==> src/rtl/fix_fft_pkg.sv <==
// Shared definitions for the fixed-point FFT datapath: scheduler FSM states and the
// radix-2 DIT in-place butterfly address functions.
package fix_fft_pkg;

  typedef enum logic [1:0] {
    StIdle,
    StIssue,
    StDrain,
    StDone
  } bf_state_e;

  // Low operand index of pair k in stage s; the input is taken in bit-reversed order.
  function automatic int unsigned bf_addr_a(input int unsigned s, input int unsigned k);
    return ((k >> s) << (s + 32'd1)) + (k & ((32'd1 << s) - 32'd1));
  endfunction

  function automatic int unsigned bf_addr_b(input int unsigned s, input int unsigned k);
    return bf_addr_a(s, k) + (32'd1 << s);
  endfunction

  function automatic int unsigned bf_tw(input int unsigned log2n, input int unsigned s,
                                        input int unsigned k);
    return (k & ((32'd1 << s) - 32'd1)) << (log2n - 32'd1 - s);
  endfunction

endpackage

==> src/rtl/fix_addr_fifo.sv <==
// Small synchronous FIFO holding writeback address pairs for butterflies in flight.
// The head is visible combinationally on rdata.
module fix_addr_fifo #(
  parameter int unsigned Width = 16,
  parameter int unsigned Depth = 8
) (
  input  logic             clk,
  input  logic             rstn,
  input  logic             push,
  input  logic             pop,
  input  logic [Width-1:0] wdata,
  output logic [Width-1:0] rdata,
  output logic             full,
  output logic             empty
);

  localparam int unsigned PtrW = (Depth > 1) ? $clog2(Depth) : 1;
  localparam int unsigned CntW = $clog2(Depth + 1);

  logic [Width-1:0] mem_q [Depth];
  logic [PtrW-1:0]  wptr_q, rptr_q;
  logic [CntW-1:0]  cnt_q;
  logic             do_push, do_pop;

  assign full    = (cnt_q == CntW'(Depth));
  assign empty   = (cnt_q == '0);
  assign do_push = push && !full;
  assign do_pop  = pop && !empty;
  assign rdata   = mem_q[rptr_q];

  function automatic logic [PtrW-1:0] ptr_inc(input logic [PtrW-1:0] p);
    return (p == PtrW'(Depth - 1)) ? '0 : p + 1'b1;
  endfunction

  always_ff @(posedge clk or negedge rstn) begin
    if (!rstn) begin
      wptr_q <= '0;
      rptr_q <= '0;
      cnt_q  <= '0;
    end else begin
      if (do_push) wptr_q <= ptr_inc(wptr_q);
      if (do_pop)  rptr_q <= ptr_inc(rptr_q);
      if (do_push && !do_pop)      cnt_q <= cnt_q + 1'b1;
      else if (do_pop && !do_push) cnt_q <= cnt_q - 1'b1;
    end
  end

  // Storage needs no reset: only entries behind a valid count are ever read.
  always_ff @(posedge clk) begin
    if (do_push) mem_q[wptr_q] <= wdata;
  end

endmodule

==> src/rtl/fix_bf_sched.sv <==
// Butterfly scheduler for an in-place radix-2 DIT FFT: issues operand reads stage by
// stage, bounds butterflies in flight, and writes results back in issue order.
module fix_bf_sched
  import fix_fft_pkg::*;
#(
  parameter int unsigned LOG2N   = 8,
  parameter int unsigned MAX_OUT = 8
) (
  input  logic                     clk,
  input  logic                     rstn,
  input  logic                     start,
  output logic                     busy,
  output logic                     done,
  output logic [$clog2(LOG2N)-1:0] stage,
  output logic                     mem_rd_en,
  output logic [LOG2N-1:0]         rd_addr_a,
  output logic [LOG2N-1:0]         rd_addr_b,
  output logic [LOG2N-2:0]         tw_addr,
  output logic                     en,
  input  logic                     vld_out,
  input  logic                     overflow,
  output logic                     mem_wr_en,
  output logic [LOG2N-1:0]         wr_addr_a,
  output logic [LOG2N-1:0]         wr_addr_b,
  output logic                     ovf_sticky,
  output logic                     err
);

  localparam int unsigned AW = LOG2N;
  localparam int unsigned KW = LOG2N - 1;
  localparam int unsigned SW = $clog2(LOG2N);
  localparam int unsigned CW = $clog2(MAX_OUT + 1);

  bf_state_e       state_q, state_d;
  logic [SW-1:0]   stage_q, stage_d;
  logic [KW-1:0]   k_q, k_d;
  logic [CW-1:0]   cnt_q, cnt_d;
  logic            en_q;
  logic            ovf_q, ovf_d;
  logic            err_q, err_d;

  logic            issue, pop, start_ok, last_k, last_stage;
  logic            fifo_full, fifo_empty;
  logic [2*AW-1:0] fifo_head;

  assign start_ok   = start && (state_q == StIdle);
  assign issue      = (state_q == StIssue) && (cnt_q < CW'(MAX_OUT));
  assign pop        = vld_out && !fifo_empty;
  assign last_k     = (k_q == {KW{1'b1}});
  assign last_stage = (stage_q == SW'(LOG2N - 1));

  // Addresses are forced to zero when idle so every output reads 0 under reset.
  assign mem_rd_en = issue;
  assign rd_addr_a = issue ? AW'(bf_addr_a(32'(stage_q), 32'(k_q))) : '0;
  assign rd_addr_b = issue ? AW'(bf_addr_b(32'(stage_q), 32'(k_q))) : '0;
  assign tw_addr   = issue ? KW'(bf_tw(LOG2N, 32'(stage_q), 32'(k_q))) : '0;

  assign mem_wr_en = pop;
  assign wr_addr_a = pop ? fifo_head[2*AW-1:AW] : '0;
  assign wr_addr_b = pop ? fifo_head[AW-1:0] : '0;

  assign busy       = (state_q == StIssue) || (state_q == StDrain);
  assign done       = (state_q == StDone);
  assign stage      = stage_q;
  assign en         = en_q;
  assign ovf_sticky = ovf_q;
  assign err        = err_q;

  fix_addr_fifo #(
    .Width(2 * AW),
    .Depth(MAX_OUT)
  ) u_addr_fifo (
    .clk  (clk),
    .rstn (rstn),
    .push (issue),
    .pop  (pop),
    .wdata({rd_addr_a, rd_addr_b}),
    .rdata(fifo_head),
    .full (fifo_full),
    .empty(fifo_empty)
  );

  always_comb begin
    state_d = state_q;
    stage_d = stage_q;
    k_d     = k_q;
    unique case (state_q)
      StIdle: begin
        if (start) begin
          state_d = StIssue;
          stage_d = '0;
          k_d     = '0;
        end
      end
      StIssue: begin
        if (issue) begin
          k_d = k_q + 1'b1;
          if (last_k) begin
            state_d = StDrain;
            k_d     = '0;
          end
        end
      end
      // Stage barrier: the next stage only starts once every writeback has landed.
      StDrain: begin
        if (cnt_q == '0) begin
          if (last_stage) begin
            state_d = StDone;
          end else begin
            state_d = StIssue;
            stage_d = stage_q + 1'b1;
          end
        end
      end
      StDone:  state_d = StIdle;
      default: state_d = StIdle;
    endcase
  end

  always_comb begin
    cnt_d = cnt_q;
    if (issue && !pop)      cnt_d = cnt_q + 1'b1;
    else if (pop && !issue) cnt_d = cnt_q - 1'b1;

    ovf_d = start_ok ? 1'b0 : ovf_q;
    err_d = start_ok ? 1'b0 : err_q;
    if (vld_out && overflow)   ovf_d = 1'b1;
    if (vld_out && fifo_empty) err_d = 1'b1;
  end

  always_ff @(posedge clk or negedge rstn) begin
    if (!rstn) begin
      state_q <= StIdle;
      stage_q <= '0;
      k_q     <= '0;
      cnt_q   <= '0;
      en_q    <= 1'b0;
      ovf_q   <= 1'b0;
      err_q   <= 1'b0;
    end else begin
      state_q <= state_d;
      stage_q <= stage_d;
      k_q     <= k_d;
      cnt_q   <= cnt_d;
      en_q    <= issue;
      ovf_q   <= ovf_d;
      err_q   <= err_d;
    end
  end

  logic unused_full;
  assign unused_full = fifo_full;

endmodule

==> config.mk <==
export PLATFORM = sky130hd
export DESIGN_NAME = fix_bf_sched
export DESIGN_NICKNAME = d
export VERILOG_FILES = /design/src/rtl/fix_fft_pkg.sv /design/src/rtl/fix_addr_fifo.sv /design/src/rtl/fix_bf_sched.sv
export SDC_FILE = /design/constraint.sdc
export NUM_CORES = 1
export LEC_CHECK = 0
export CAP_MARGIN = 40
export CORE_AREA = 2 2 150 166
export CTS_BUF_LIST = sky130_fd_sc_hd__clkbuf_4
export CTS_CLUSTER_SIZE = 20
export DETAILED_ROUTE_END_ITERATION = 10
export DIE_AREA = 0 0 152 168
export GPL_TIMING_DRIVEN = 0
export SYNTH_ARGS = -nofsm -noshare
export SYNTH_HDL_FRONTEND = slang
export SYNTH_HIERARCHICAL = 1
export SYNTH_SLANG_ARGS = --single-unit
==> constraint.sdc <==
create_clock -name clk -period 5.3 [get_ports clk]
set_clock_uncertainty 0.05 [all_clocks]
set_input_delay 1.06 -clock clk [delete_from_list [all_inputs] [get_ports clk]]
set_output_delay 1.06 -clock clk [all_outputs]
set_load 0.02 [all_outputs]
==> out/metrics.yaml <==
status: "complete, but fails checks"
violations: "negative setup slack"
vias: 5381
gp_congestion: 0.883
fin_hold_ws_ns: 0.474
die_w_um: 152
grt_pass1_wl_um: 31500
min_path_type: "reg2reg"
area_growth_pct: 25.2
overflow: 0
fin_crit_sh_pct: 112
cts-buffers-inserted: 17
dp.cells: 967
finalInstanceArea_um2: 10300
start_util_pct: 34.1
p_per_area_nw_per_um2: 480
end_kind: "output pin"
firstDrtPassIters: 5
critPathBufInv: 6
leakagePower_nw: 3.76
crit_fanout: 11
relSlewSlack_pct: 47.6
post_dp_cell_area_um2: 9380
worst_slack_ns: -0.637
slowest_delay_ns: 0.46
drt-wirelength-per-cell_um: 19.6
fin_nets: 756
arrival_ns: 4.83
crit_family: "adder cells"
required_ns: 4.19
die_y_um: 168
ant_nets: 0
synth_nets: 629
rr_endpoint: "u_addr_fifo/mem_q[5][7]"
synthesis.area_um2: 8210
crit_type: "reg2out"
grt_max_degree: 17
drive_gt1_share_pct: 28.8
min_from: "ovf_sticky"
rows: 60
drc: 0
clkSlewWorstSetupHoldPaths_ns: 0.14
syn_avg_cell_area_um2: 14.0
min_to: "ovf_sticky"
clock_path_buffers: 2
maxCapViolCount: 0
stdcell_count: 1036
report.final.slew_viol_count: 0
drt-initial-drc-count: 233
tns_ns: -1.39
fin_crit_ns: 5.94
dp_hpwl_um: 14300
path_cells: "clkbuf_16 -> inv_12 -> ha_1 -> buf_6 -> clkbuf_16 -> nor3_4 -> ha_2 -> inv_2 -> fa_2 -> nor2b_1 -> o21ai_1 -> a21boi_1 -> o21ai_1 -> a21boi_1 -> nor2_1 -> ha_1 -> nor3_1 -> o2bb2ai_2 -> a21oi_2 -> xnor2_1 -> xnor3_2 -> nor2_4 -> buf_6"
core_region_area_um2: 24100
vias_per_cell: 5.19
cts_root_buffer: "clkbuf_4"
cp.depth: 23
holdBufCountCts: 0
yosys_warnings: 6
finalWirelength_um: 20300
r2r_start: "stage[0]"
die_area_um2: 25500
slowest_stage: "dfrtp_2"
hold_viol: 0
r2r_cells: 24
cts_tree: "yes"
worstSkewPairLatency_ns: 0.55
grt.total_usage_pct: 16.0
pin_count: 54
setup_viol_count_final: 4
clock_sinks: 157
antenna_found_initial: 1
portBuffers: 53
grt_pass1_vias: 5646
r2r_slack_ns: 0.71
syn-instance-count: 585
rsz0062_at_grt: "yes"
place_worst_setup_slack_ns: -1.61
startpoint_type: "flop"
tightest_slew_ns: 0.786
hold-path-cell-count: 1
max_freq_mhz: 168
htreeDepth: 4
ir_worst_vdd_mv: 0.225
==> state kept, by name, indices dropped and copies added, names as in the netlist <==
signal	count
ovf_sticky	1
u_addr_fifo/cnt_q	4
u_addr_fifo/rptr_q	3
state_q	2
u_addr_fifo/wptr_q	3
en	1
k_q	7
stage	3
cnt_q	4
u_addr_fifo/mem_q	128
err	1
==> layer usage <==
layer  routed length (µm)  vias up  GRT usage [%]
met5                    0        -              0
met4                  335        0           5.16
met3                  654       26           2.91
met2                10900      124           29.3
met1                 8440     2734           19.1
li1                     -     2497              -
==> cell usage in the layout, fill, tap and decap left out, drive strengths merged, types with 8 or more instances in the layout <==
master           n
a21o             8
a21oi           25
and2            25
buf             73
clkbuf          33
clkdlybuf4s50   43
dfrtp           29
edfxtp         128
ha              35
inv             31
mux2            25
mux2i           11
mux4            32
nand2           34
nand2b           8
nor2            33
nor2b           10
nor3            18
o21ai           21
xnor2           11
==> power by group <==
part | internal [W] | switching [W]
logic | 0.00122 | 0.00136
registers | 0.00154 | 0.000135
clock network | 0.000239 | 0.000438
total | 0.00300 | 0.00193
==> how the worst max path moves through the flow <==
stage | start | endpoint
finish | stage[0] | rd_addr_b[7]
global route | stage[0] | rd_addr_b[7]
CTS | stage[0] | rd_addr_b[7]
detailed placement | stage[2] | rd_addr_b[7]
global placement | stage[2] | rd_addr_b[7]
floorplan | stage[2] | rd_addr_b[7]
==> cell type report <==
| cell class | instances | area (µm²) |
|---|---|---|
| Antenna cell | 1 | 2.50 |
| Timing Repair Buffer | 109 | 1000 |
| Clock inverter | 15 | 138 |
| Sequential cell | 157 | 4570 |
| Inverter | 27 | 129 |
| Fill cell | 2181 | 13800 |
| Multi-Input combinational cell | 373 | 3660 |
| Buffer | 27 | 256 |
| Tap cell | 310 | 388 |
| Clock buffer | 17 | 128 |
==> worst reg2reg max path, stage by stage, from the launching register on <==
cell and delay (ns):
dfrtp_2 0.46, clkbuf_16 0.18, inv_12 0.08, ha_1 0.24, buf_6 0.15, clkbuf_16 0.16, nor3_4 0.17, ha_2 0.21
inv_2 0.05, fa_2 0.35, nor2b_1 0.12, o21ai_1 0.10, a21boi_1 0.20, o21ai_1 0.09, a21boi_1 0.20, nor2_1 0.07
ha_1 0.24, nor3_1 0.26, o2bb2ai_2 0.14, a21oi_2 0.07, xnor2_1 0.16, xnor3_2 0.32, nor2_4 0.13, buf_4 0.12
buf_4 0.13
==> metrics by stage <==
step | power, W | util, %
after floorplan | 0.00325 | -
after global placement | 0.00387 | 37.9
after detailed placement | 0.00400 | 38.9
after CTS | 0.00492 | 42.3
after global routing | 0.00524 | 42.7
final | 0.00493 | 42.7
==> repair_timing <==
item                                    CTS  global route
hold endpoints to repair                  0             0
resized for setup                       111            19
pin swaps                                32            19
endpoints found under the setup margin   23            11
setup buffers                            30             9
Power figures use the tool's default switching activity.
